--- src/rtl/gcn_argmax_reader.sv ---
// Final GCN stage: row-wise argmax over the combination scratch pad.
// Ports: clk/reset, start, scratch-pad read (read_en/row/col/data),
// result stream (out_valid/ready/row/class), max_addi_answer, done.
// Optional ARGMAX_SIGNED_EN: compare class scores as signed values.
module gcn_argmax_reader #(
  parameter int FEATURE_ROWS   = 6,
  parameter int WEIGHT_COLS    = 3,
  parameter int DOT_PROD_WIDTH = 16,
  parameter int ROW_WIDTH      = $clog2(FEATURE_ROWS),
  parameter int COL_WIDTH      = $clog2(WEIGHT_COLS)
) (
  input  logic                          clk,
  input  logic                          reset,
  input  logic                          start,
  output logic                          read_en,
  output logic [ROW_WIDTH-1:0]          read_row,
  output logic [COL_WIDTH-1:0]          read_col,
  input  logic [DOT_PROD_WIDTH-1:0]     read_data,
  output logic                          out_valid,
  input  logic                          out_ready,
  output logic [ROW_WIDTH-1:0]          out_row,
  output logic [COL_WIDTH-1:0]          out_class,
  output logic [FEATURE_ROWS*COL_WIDTH-1:0] max_addi_answer,
  output logic                          done
);

  localparam logic [ROW_WIDTH-1:0] LAST_ROW =
    ROW_WIDTH'(FEATURE_ROWS - 1);
  localparam logic [COL_WIDTH-1:0] LAST_COL =
    COL_WIDTH'(WEIGHT_COLS - 1);

  typedef enum logic [2:0] {
    IDLE, REQ, CMP, EMIT, DONE
  } state_t;

  state_t state_q, state_d;
  logic [ROW_WIDTH-1:0]      row_q, row_d;
  logic [COL_WIDTH-1:0]      col_q, col_d;
  logic [DOT_PROD_WIDTH-1:0] max_val_q, max_val_d;
  logic [COL_WIDTH-1:0]      max_idx_q, max_idx_d;

  logic                 read_en_q, read_en_d;
  logic [ROW_WIDTH-1:0] read_row_q, read_row_d;
  logic [COL_WIDTH-1:0] read_col_q, read_col_d;
  logic                 out_valid_q, out_valid_d;
  logic [ROW_WIDTH-1:0] out_row_q, out_row_d;
  logic [COL_WIDTH-1:0] out_class_q, out_class_d;
  logic [FEATURE_ROWS*COL_WIDTH-1:0] ans_q, ans_d;
  logic                 done_q, done_d;

  logic gt;

  // Strict greater-than keeps the lowest column on ties.
`ifdef ARGMAX_SIGNED_EN
  assign gt = $signed(read_data) > $signed(max_val_q);
`else
  assign gt = read_data > max_val_q;
`endif

  always_comb begin
    state_d   = state_q;
    row_d     = row_q;
    col_d     = col_q;
    max_val_d = max_val_q;
    max_idx_d = max_idx_q;
    ans_d     = ans_q;

    unique case (state_q)
      IDLE: begin
        if (start) begin
          state_d = REQ;
          row_d   = '0;
          col_d   = '0;
        end
      end
      REQ: state_d = CMP;
      CMP: begin
        if (col_q == '0 || gt) begin
          max_val_d = read_data;
          max_idx_d = col_q;
        end
        if (col_q == LAST_COL) begin
          state_d = EMIT;
        end else begin
          col_d   = col_q + 1'b1;
          state_d = REQ;
        end
      end
      EMIT: begin
        if (out_ready) begin
          ans_d[row_q*COL_WIDTH +: COL_WIDTH] = max_idx_q;
          if (row_q == LAST_ROW) begin
            state_d = DONE;
          end else begin
            row_d   = row_q + 1'b1;
            col_d   = '0;
            state_d = REQ;
          end
        end
      end
      DONE: state_d = DONE;
      default: state_d = IDLE;
    endcase

    // Outputs are registered from the next state so they
    // line up with state_q in the following cycle.
    read_en_d  = (state_d == REQ);
    read_row_d = read_row_q;
    read_col_d = read_col_q;
    if (state_d == REQ) begin
      read_row_d = row_d;
      read_col_d = col_d;
    end
    out_valid_d = (state_d == EMIT);
    out_row_d   = (state_d == EMIT) ? row_d : '0;
    out_class_d = (state_d == EMIT) ? max_idx_d : '0;
    done_d      = (state_d == DONE);
  end

  always_ff @(posedge clk) begin
    if (reset) begin
      state_q     <= IDLE;
      row_q       <= '0;
      col_q       <= '0;
      max_val_q   <= '0;
      max_idx_q   <= '0;
      read_en_q   <= 1'b0;
      read_row_q  <= '0;
      read_col_q  <= '0;
      out_valid_q <= 1'b0;
      out_row_q   <= '0;
      out_class_q <= '0;
      ans_q       <= '0;
      done_q      <= 1'b0;
    end else begin
      state_q     <= state_d;
      row_q       <= row_d;
      col_q       <= col_d;
      max_val_q   <= max_val_d;
      max_idx_q   <= max_idx_d;
      read_en_q   <= read_en_d;
      read_row_q  <= read_row_d;
      read_col_q  <= read_col_d;
      out_valid_q <= out_valid_d;
      out_row_q   <= out_row_d;
      out_class_q <= out_class_d;
      ans_q       <= ans_d;
      done_q      <= done_d;
    end
  end

  assign read_en         = read_en_q;
  assign read_row        = read_row_q;
  assign read_col        = read_col_q;
  assign out_valid       = out_valid_q;
  assign out_row         = out_row_q;
  assign out_class       = out_class_q;
  assign max_addi_answer = ans_q;
  assign done            = done_q;

endmodule

--- config.mk ---
export PLATFORM = sky130hd
export DESIGN_NAME = gcn_argmax_reader
export DESIGN_NICKNAME = d
export VERILOG_FILES = /design/src/rtl/gcn_argmax_reader.sv
export SDC_FILE = /design/constraint.sdc
export NUM_CORES = 1
export LEC_CHECK = 0
export CAP_MARGIN = 25
export CORE_MARGIN = 10
export CORE_UTILIZATION = 35
export CTS_CLUSTER_SIZE = 28
export DETAILED_ROUTE_END_ITERATION = 12
export SYNTH_ARGS = -nofsm -noshare
export SYNTH_HDL_FRONTEND = slang
export SYNTH_SLANG_ARGS = --single-unit
--- constraint.sdc ---
create_clock -name clk -period 5.42 [get_ports clk]
set_input_delay 1.084 -clock clk [delete_from_list [all_inputs] [get_ports clk]]
set_output_delay 1.084 -clock clk [all_outputs]
set_load 0.005 [all_outputs]
==> summary.txt <==
Synthesis
  – Syn_nets: about 360
  – Distinct cells, synth: 45
  – Post-synth EDFFs: 0
  – Post-synth top flop: dfxtp_1
  – Mapped Avg Cell Area: ~8.8 sq um
  – Post-synthesis sequential area ratio: a little over a third
  – Syn Std Cell Area: 0.00279 sq mm
  – Post-synthesis async set-or-reset flop share: 0%
  – Synth warnings: 0
  – Gate Count Post-Synth: around 320
  – Flops & latches, synth: a little over 50

Routing
  – Avg WL per Cell: about 13 um
  – Post-route ant nets: 0
  – DR pass1 iterations: 4
  – Total wire length: about 6000 um
  – Residual DRC: 0
  – Detailed-route via count: roughly 2.2k
  – DRT iter0 DRCs: 96
  – Vias/cell: about 4.8

Pwr
  – Worst VDD drop: a little over 0.1 mV
  – P_leak: around 1.3 nW
  – Clock power share: about 37%
  – Sw Pwr: roughly 0.18 mW
  – P per Cell Area: between 200 and 250 mW/mm^2
  – Switch share: about a quarter
  – Sequential power share: 51.0%
  – Comb power frac: around an eighth
  – Pint: approximately 0.6 mW

Clocking
  – Root Buffer: clkbuf_8
  – Post-CTS Resized: 0
  – Clk Latency, worst-skew pair: 0.30 ns
  – H-tree depth: 2
  – Clk buf depth: 2
  – Postcts setup bufs: 0
  – Clock slew at reported path FFs: around 0.090 ns
  – CTS sink count: between 50 and 60
  – Hold Buf Count CTS: 0
  – TritonCTS buffer count: 5
  – CTS tree: done

Floorplan
  – Site Rows: 32
  – Die X: about 110 um
  – Core region area: roughly 0.0077 sq mm
  – Ports: 45
  – Initial Utilization: 36.0%
  – Die area: ~0.012 sq mm
  – Die Y: 109 um

Setup path
  – Worst-path fanout max: 11
  – Critical Path Slowest Stage Cell: o211ai_2
  – CP peak stage delay: ~0.60 ns
  – Reg2reg setup slack: between 2 and 3 ns
  – Worst EP arrival: 3.60 ns
  – Critical Path Sink Type: flip-flop
  – Crit-path cells: clkdlybuf4s50_1 -> ha_1 -> a211o_2 -> a21oi_1 -> o221ai_1 -> o211ai_2 -> buf_4 -> mux2i_1
  – Nature of the critical path startpoint: primary input
  – CP Class: in2reg
  – CP required: around 5.7 ns

GRT
  – First-pass GRT wire length: slightly above 10000 um
  – Tot GR Track Use: between 10 and 15%
  – Vias in the first global route: approximately 2.1k
  – Grt total ovfl: 0
  – Largest net degree at the start of global routing: 53
  – Initial antenna violation count: 0

Finish
  – Final std cells w/o fill: around 460
  – Layout filler cell count: approximately 770
  – Inserted Diodes: 0
  – Fraction of layout cells with a size suffix above 1: 5.57%
  – Commonest non-fill, non-tap cell in the layout: dfxtp_1
  – Most frequent cells in the layout: dfxtp_1 (51), clkdlybuf4s50_1 (43), nor2_1 (35), inv_1 (26), nand2_1 (26)
  – Final Instance Area: between 0.003 and 0.004 sq mm
  – Area growth syn-to-layout: 21.7%
  – NumNets Final: around 400

STA
  – RSZ-0062 raised after global routing: false
  – Worst setup margin: 2.05 ns
  – Final hold violation count: 0
  – Worst hold slack: between 0.4 and 0.5 ns
  – Final worst path period share: around 62%
  – Setup tns final: 0 ns
  – Skew final: between 0.003 and 0.004 ns
  – Final setup violation count: 0
  – Crit path time final: approximately 3.4 ns
  – Relative slew slack: between 50 and 60%
  – Achievable frequency: about 300 MHz
  – Worst Tran Pin Value: 0.696 ns
  – Max Slew Vio Count: 0

Placement
  – Port Buffer Count: 44
  – Placed insts: between 400 and 500
  – DP Area: 0.00327 sq mm
  – Pre-CTS setup slack: ~1.7 ns
  – HPWL Detailed: ~4500 um
  – GP Congestion: between 0.8 and 0.9

Run
  – Number of max-cap violations: 0

Run status
  – Run status: completed

Worst hold path
  – Worst min path class: reg2reg
## power by group through the flow
stage / combinational, mW / sequential, mW / clock [mW]
after floorplan: 0.0653 / 0.396 / 0
after global placement: 0.0954 / 0.399 / 0
after detailed placement: 0.0957 / 0.399 / 0
after CTS: 0.0965 / 0.391 / 0.293
after global routing: 0.107 / 0.392 / 0.310
final: 0.0949 / 0.390 / 0.280
## through the flow
stage	power [mW]	util (%)
6_report	0.766	43.9
2_1_floorplan	0.461	-
4_1_cts	0.780	43.9
5_1_grt	0.810	43.9
3_5_place_dp	0.495	42.3
3_3_place_gp	0.494	42.3
## area by class of cell
class	instances	area, sq um	area share (%)
multi-input combinational	228	1570	46.4
sequential	51	1020	30.1
timing repair buffer	46	450	13.3
tap	102	128	3.76
inverter	26	97.6	2.88
clock buffer	6	82.6	2.44
clock inverter	2	38.8	1.14
## sequential cells by signal (all words and copies together) (netlist names)
name and count:
out_row 3, read_en 1, row_q 3, max_val_q 16
read_col 2, max_idx_q 2, read_row 3, out_class 2
col_q 2, max_addi_answer 12, state_q 3, out_valid 1
done 1
## cells in the mapped netlist, types with 2 or more instances
| library cell | instances | area [sq um] |
|---|---|---|
| nand3b_1 | 2 | 15.0 |
| clkbuf_1 | 6 | 22.5 |
| a21oi_1 | 24 | 120 |
| a211oi_1 | 2 | 15.0 |
| a21o_1 | 3 | 22.5 |
| inv_1 | 26 | 97.6 |
| buf_6 | 4 | 45.0 |
| o22ai_1 | 2 | 12.5 |
| dfxtp_1 | 51 | 1020 |
| nand3_1 | 5 | 25.0 |
| nand2b_1 | 20 | 125 |
| or2b_1 | 20 | 150 |
| nand4_1 | 3 | 18.8 |
| nor3_1 | 10 | 50.1 |
| nand2_1 | 26 | 97.6 |
| nor2_1 | 35 | 131 |
| a22oi_1 | 2 | 15.0 |
| ha_1 | 25 | 313 |
| mux2i_1 | 22 | 220 |
| o21ai_0 | 5 | 25.0 |
## final timing paths
kind | to | start | cells past startpoint
worst min-delay path | read_row[0] | read_row[0] | 2
worst max register to register | max_val_q[5] | col_q[0] | 8
worst min register to register | read_row[0] | read_row[0] | 2
worst max-delay path | max_val_q[5] | read_data[15] | 8
## layer usage
metal  routed length, um  track usage (%)  up-vias
li1                    -                -     1152
met2                2670             15.8       33
met3                 401             4.07        5
met1                2890             13.2     1015
met4                  57             2.79        0
met5                   0                0        -
## critical path, delay by kind of cell
kind	cells	cell delay, ns
buffers and inverters	2	0.79
multiplexers	1	0.22
AO/OA/AOI/OAI	4	1.16
adder cells (fa/ha/maj)	1	0.34
## cells by family after synthesis
logic type / after synthesis / share of synthesized area, %
buffers and inverters: 39 / 6.87
muxes: 22 / 7.91
DFF: 51 / 36.7
AOI/OAI and AO/OA: 48 / 11.0
and+or+nand+nor: 133 / 26.4
adders and majority gates: 25 / 11.2
No activity file was read; power rests on OpenSTA's default activity.
